$ cat src/rtl/tape_arbiter_pkg.sv
// Shared definitions for the tape arbiter: default tape geometry and the
// ownership state encoding used by the arbitration FSM.
package tape_arbiter_pkg;

    localparam int TAPE_ADDR_WIDTH = 8;
    localparam int TAPE_DATA_WIDTH = 8;

    typedef enum logic {
        OWN_CORE = 1'b0,
        OWN_HOST = 1'b1
    } own_state_e;

endpackage

$ cat src/rtl/tape_arb_sat_counter.sv
// Saturating up-counter with synchronous clear; clear wins over increment and
// the count sticks at MAX instead of wrapping.
module tape_arb_sat_counter
    import tape_arbiter_pkg::*;
#(
    parameter int WIDTH = 4,
    parameter int MAX   = 8
) (
    input  logic             clock,
    input  logic             reset_n,
    input  logic             clear,
    input  logic             inc,
    output logic [WIDTH-1:0] count
);

    // Count up while inc is high, hold at MAX, drop to zero on clear.
    always_ff @(posedge clock or negedge reset_n) begin
        if (!reset_n) begin
            count <= '0;
        end else if (clear) begin
            count <= '0;
        end else if (inc && (count != WIDTH'(MAX))) begin
            count <= count + 1'b1;
        end
    end

endmodule

$ cat src/rtl/tape_arbiter.sv
// Tape RAM arbiter between the brainhack core and the host debug/loader port.
// One owner per cycle drives the RAM; read data comes back registered.
// Optional fairness (wait/lock limits) is built when TAPE_ARB_FAIR_EN is defined.
module tape_arbiter
    import tape_arbiter_pkg::*;
#(
    parameter int ADDR_WIDTH = TAPE_ADDR_WIDTH,
    parameter int DATA_WIDTH = TAPE_DATA_WIDTH,
    parameter int WAIT_MAX   = 8,
    parameter int LOCK_MAX   = 16
) (
    input  logic                  clock,
    input  logic                  reset_n,
    input  logic                  core_req,
    input  logic                  core_we,
    input  logic [ADDR_WIDTH-1:0] core_addr,
    input  logic [DATA_WIDTH-1:0] core_wdata,
    output logic                  core_stall,
    output logic [DATA_WIDTH-1:0] core_rdata,
    input  logic                  host_req,
    input  logic                  host_we,
    input  logic                  host_lock,
    input  logic [ADDR_WIDTH-1:0] host_addr,
    input  logic [DATA_WIDTH-1:0] host_wdata,
    output logic                  host_gnt,
    output logic                  host_rvalid,
    output logic [DATA_WIDTH-1:0] host_rdata,
    output logic                  ram_we,
    output logic [ADDR_WIDTH-1:0] ram_addr,
    output logic [DATA_WIDTH-1:0] ram_wdata,
    input  logic [DATA_WIDTH-1:0] ram_rdata
);

    own_state_e state;
    own_state_e state_next;
    logic       core_gnt;
    logic       fair_override;
    logic       lock_expired;

`ifdef TAPE_ARB_FAIR_EN
    localparam int WAIT_W = $clog2(WAIT_MAX + 1);
    localparam int LOCK_W = $clog2(LOCK_MAX + 1);

    logic [WAIT_W-1:0] wait_cnt;
    logic [LOCK_W-1:0] lock_cnt;

    tape_arb_sat_counter #(
        .WIDTH (WAIT_W),
        .MAX   (WAIT_MAX)
    ) u_wait_cnt (
        .clock   (clock),
        .reset_n (reset_n),
        .clear   (host_gnt),
        .inc     (host_req && !host_gnt),
        .count   (wait_cnt)
    );

    // lock_cnt holds the locked host grants already made in this burst, the
    // entry grant included, so the grant seen at LOCK_MAX-1 is the last one.
    tape_arb_sat_counter #(
        .WIDTH (LOCK_W),
        .MAX   (LOCK_MAX)
    ) u_lock_cnt (
        .clock   (clock),
        .reset_n (reset_n),
        .clear   (state_next == OWN_CORE),
        .inc     (host_gnt && host_lock),
        .count   (lock_cnt)
    );

    assign fair_override = host_req && (wait_cnt == WAIT_W'(WAIT_MAX));
    assign lock_expired  = (state == OWN_HOST) && (lock_cnt == LOCK_W'(LOCK_MAX - 1));
`else
    // Strict core priority: the host is never forced in and a lock never expires.
    assign fair_override = 1'b0 && (WAIT_MAX > 0);
    assign lock_expired  = 1'b0 && (LOCK_MAX > 0);
`endif

    // Ownership register; reset hands the tape back to the core.
    always_ff @(posedge clock or negedge reset_n) begin
        if (!reset_n) begin
            state <= OWN_CORE;
        end else begin
            state <= state_next;
        end
    end

    // Grant decision and next ownership; nothing is granted while in reset.
    always_comb begin
        state_next = state;
        core_gnt   = 1'b0;
        host_gnt   = 1'b0;
        if (reset_n) begin
            case (state)
                OWN_CORE: begin
                    if (core_req && !fair_override) begin
                        core_gnt = 1'b1;
                    end else if (host_req) begin
                        host_gnt = 1'b1;
                        if (host_lock && !lock_expired) begin
                            state_next = OWN_HOST;
                        end
                    end
                end
                OWN_HOST: begin
                    if (host_req) begin
                        host_gnt = 1'b1;
                    end
                    if (!host_req || !host_lock || lock_expired) begin
                        state_next = OWN_CORE;
                    end
                end
                default: state_next = OWN_CORE;
            endcase
        end
    end

    // RAM port follows the granted requester; idle cycles show the core address.
    always_comb begin
        core_stall = core_req && !core_gnt && reset_n;
        ram_we     = 1'b0;
        ram_addr   = core_addr;
        ram_wdata  = core_wdata;
        if (host_gnt) begin
            ram_we    = host_we;
            ram_addr  = host_addr;
            ram_wdata = host_wdata;
        end else if (core_gnt) begin
            ram_we = core_we;
        end
    end

    // Capture the RAM read (pre-write value on writes) for whoever was granted.
    always_ff @(posedge clock or negedge reset_n) begin
        if (!reset_n) begin
            core_rdata  <= '0;
            host_rdata  <= '0;
            host_rvalid <= 1'b0;
        end else begin
            if (core_gnt) begin
                core_rdata <= ram_rdata;
            end
            if (host_gnt) begin
                host_rdata <= ram_rdata;
            end
            host_rvalid <= host_gnt;
        end
    end

endmodule

$ cat config.mk
export PLATFORM = sky130hd
export DESIGN_NAME = tape_arbiter
export DESIGN_NICKNAME = d
export VERILOG_FILES = /design/src/rtl/tape_arbiter_pkg.sv /design/src/rtl/tape_arb_sat_counter.sv /design/src/rtl/tape_arbiter.sv
export SDC_FILE = /design/constraint.sdc
export NUM_CORES = 1
export LEC_CHECK = 0
export BUFFER_PORTS_ARGS = -buffer_cell sky130_fd_sc_hd__buf_2
export CORE_UTILIZATION = 25
export CTS_BUF_LIST = sky130_fd_sc_hd__clkbuf_8 sky130_fd_sc_hd__clkbuf_16
export DETAILED_ROUTE_END_ITERATION = 8
export SLEW_MARGIN = 5
export SYNTH_ARGS = -nofsm -noshare
export SYNTH_HDL_FRONTEND = slang
export SYNTH_SLANG_ARGS = --single-unit
$ cat constraint.sdc
create_clock -name clock -period 2.9 [get_ports clock]
set_clock_uncertainty 0.1 [all_clocks]
set_input_delay 0.435 -clock clock [delete_from_list [all_inputs] [get_ports clock]]
set_output_delay 0.435 -clock clock [all_outputs]
set_load 0.01 [all_outputs]
==> summary.md <==
| Metric | Value |
|---|---|
| Status | `complete, no violations` |
| Clk root buf | `clkbuf_8` |
| Proportion of layout cells with a drive suffix above 1 | `0.8054` |
| R2R Setup Slk | `1240 ps` |
| Final ANT Viol Nets | `0` |
| Leakage | `0.8029 nW` |
| Core Box Area | `3716 um^2` |
| Synth-to-layout area growth | `51.72%` |
| Post-Syn Instances | `64` |
| Global-route wire length before repair | `3698 um` |
| Worst Path Max Fanout | `26` |
| Post-Route WL | `2486 um` |
| Row count | `22` |
| Post-synth net total | `111` |
| Via count | `831` |
| Final hold viol count | `0` |
| Max Root-Sink Buffers | `2` |
| Hold Crit Class | `primary input to asynchronous set/reset pin` |
| Total CTS buffers | `3` |
| Post-CTS resize count | `0` |
| Unrepaired setup endpoints after global routing | `no` |
| Relative slew margins | `0.6888` |
| Register area share after synthesis | `0.4598` |
| Crit. Startpoint | `state$_DFFE_PN0P_` |
| Peak supply drop | `0.1654 mV` |
| Crit path DAT | `1790 ps` |
| First drt pass iteration count | `4` |
| CP Launch Type | `register` |
| PwrDens | `515.2 nW/um^2` |
| Worst setup EP type | `output port` |
| Final GP Congestion | `0.7023` |
| Worst setup margin | `570.4 ps` |
| Min Tclk post-route | `2330 ps` |
| Final HPWL DP | `2027 um` |
| Area leader, netlist | `dfrtp_1` |
| Final Cycle Share | `0.8033` |
| Initial core utilization | `0.2636` |
| Avg Cell Area, Syn | `15.31 um^2` |
| Number of global-route vias before repair | `819` |
| Crit path required time | `2370 ps` |
| Place WS | `692.4 ps` |
| Maxcap violations | `0` |
| Setup TNS | `0 ps` |
| Post-synth cell types | `12` |
| Clk sinks | `18` |
| Max Slew Vio Count | `0` |
| Die area | `4173 um^2` |
| Setup Fix Bufs, Post-CTS | `0` |
| # IOs | `83` |
| Port buffer count | `82` |
| Grt ovf | `0` |
| R2r worst-path depth | `4` |
| Ranking of synthesized cells by area | `dfrtp_1, mux2_4, mux2_2` |
| Hold buffer count at CTS | `0` |
| Die Wd | `64.60 um` |
| Area fraction of the dominant cell type after synthesis | `0.4598` |
| Reg2reg start | `state$_DFFE_PN0P_` |
| Clock slew at reported path FFs | `70 ps` |
| Height of the die | `64.60 um` |
| Clock Latency Late Sink | `250 ps` |
| Number of fill cells | `383` |
| Worst r2r dst | `host_rdata[0]$_DFFE_PN0P_` |
| Starting DRT DRC Count | `11` |
| Number of remaining DRC errors | `0` |
| Fmax | `429.3 MHz` |
| Routed WL per cell | `12.62 um` |
| Ant diodes | `0` |
| Vias per Instance | `4.218` |
| Worst Setup EP | `ram_wdata[6]` |
| Yosys reg bits | `18` |
| Initial antenna violation count | `0` |
| Setup CP Type | `register to output port` |
| NumNets Final | `197` |
| Mapped Area | `979.7 um^2` |
| TritonCTS clock tree | `built` |
| H-tree levels | `1` |
| Worst-margin pin slew | `465.4 ps` |
| Total GRT Usage | `0.1160` |
| Synth warn | `0` |
| Largest net degree at the start of global routing | `27` |
| Setup-failing EPs final | `0` |
[flip-flops by register name, indices dropped and copies added, names as in the netlist]
register / flops
host_rvalid: 1
state: 1
core_rdata: 8
host_rdata: 8
[power breakdown]
part | switching, W | internal, W | total (W)
Sequential | 0.0000235 | 0.000299 | 0.000323
Combinational | 0.000104 | 0.000139 | 0.000243
Clock | 0.0000794 | 0.000120 | 0.000200
[layout make-up]
class | count | area, um^2 | share of cell area
multi-input cells | 42 | 491.7 | 0.3308
inverters | 1 | 3.754 | 0.002525
flip-flops and latches | 18 | 450.4 | 0.3030
repair buffers | 84 | 425.4 | 0.2862
clock buffers | 4 | 55.05 | 0.03704
well taps | 48 | 60.06 | 0.04040
[placed cells by master, fill, tap and decap left out]
| cell type | n |
|---|---|
| a21boi_0 | 1 |
| clkbuf_8 | 4 |
| buf_2 | 82 |
| mux2_4 | 19 |
| buf_4 | 2 |
| nand2_1 | 1 |
| inv_1 | 1 |
| a21oi_1 | 2 |
| nand3_1 | 1 |
| nand2b_1 | 1 |
| mux2_2 | 13 |
| and3_1 | 2 |
| nand3b_1 | 2 |
| dfrtp_1 | 18 |
[synthesized netlist by cell type (all sizes together)]
cell type / number
dfrtp: 18
inv: 1
a21boi: 1
nand3b: 2
nand3: 1
nand2: 1
buf: 3
mux2: 32
a21oi: 2
nand2b: 1
and3: 2
[kinds of logic after synthesis]
family / share of synthesized area
mux: 0.4406
flops: 0.4598
simple gates: 0.04341
buf+inv: 0.03831
compound gates: 0.01788
[worst max-delay path: stages (launching register included)]
cell and delay, ps:
dfrtp_1 390, nand2b_1 140, and3_1 160, buf_4 380, mux2_4 340, buf_2 140
[metrics by stage]
step	area [um^2]	power [W]	util	hold WS [ps]	std cells
2_1_floorplan	979.7	0.0004597	-	39.41	64
3_3_place_gp	1431	0.0005693	0.3852	330.8	193
3_5_place_dp	1431	0.0005752	0.3852	335.1	193
4_1_cts	1486	0.0007827	0.4000	58.76	197
5_1_grt	1486	0.0008179	0.4000	75.60	197
6_report	1486	0.0007657	0.4000	58.14	197
[how the worst min path moves through the flow]
stage,end,slack [ps]
after floorplan,core_rdata[0]$_DFFE_PN0P_,40
after global placement,host_rdata[5]$_DFFE_PN0P_,330
after detailed placement,core_rdata[2]$_DFFE_PN0P_,340
after CTS,host_rdata[5]$_DFFE_PN0P_,60
after global routing,host_rdata[5]$_DFFE_PN0P_,80
final,host_rdata[5]$_DFFE_PN0P_,60
[routing by layer]
| metal | wire length (um) | part of all wire | vias up | global-route usage |
|---|---|---|---|---|
| met2 | 1292 | 0.52 | 24 | 0.2013 |
| met3 | 101 | 0.041 | 4 | 0.02465 |
| met5 | 0 | 0 | - | 0 |
| met4 | 23 | 0.0093 | 0 | 0.04722 |
| met1 | 1069 | 0.43 | 403 | 0.1377 |
| li1 | - | - | 400 | - |
Note: power is estimated with default switching activity, not from simulation.
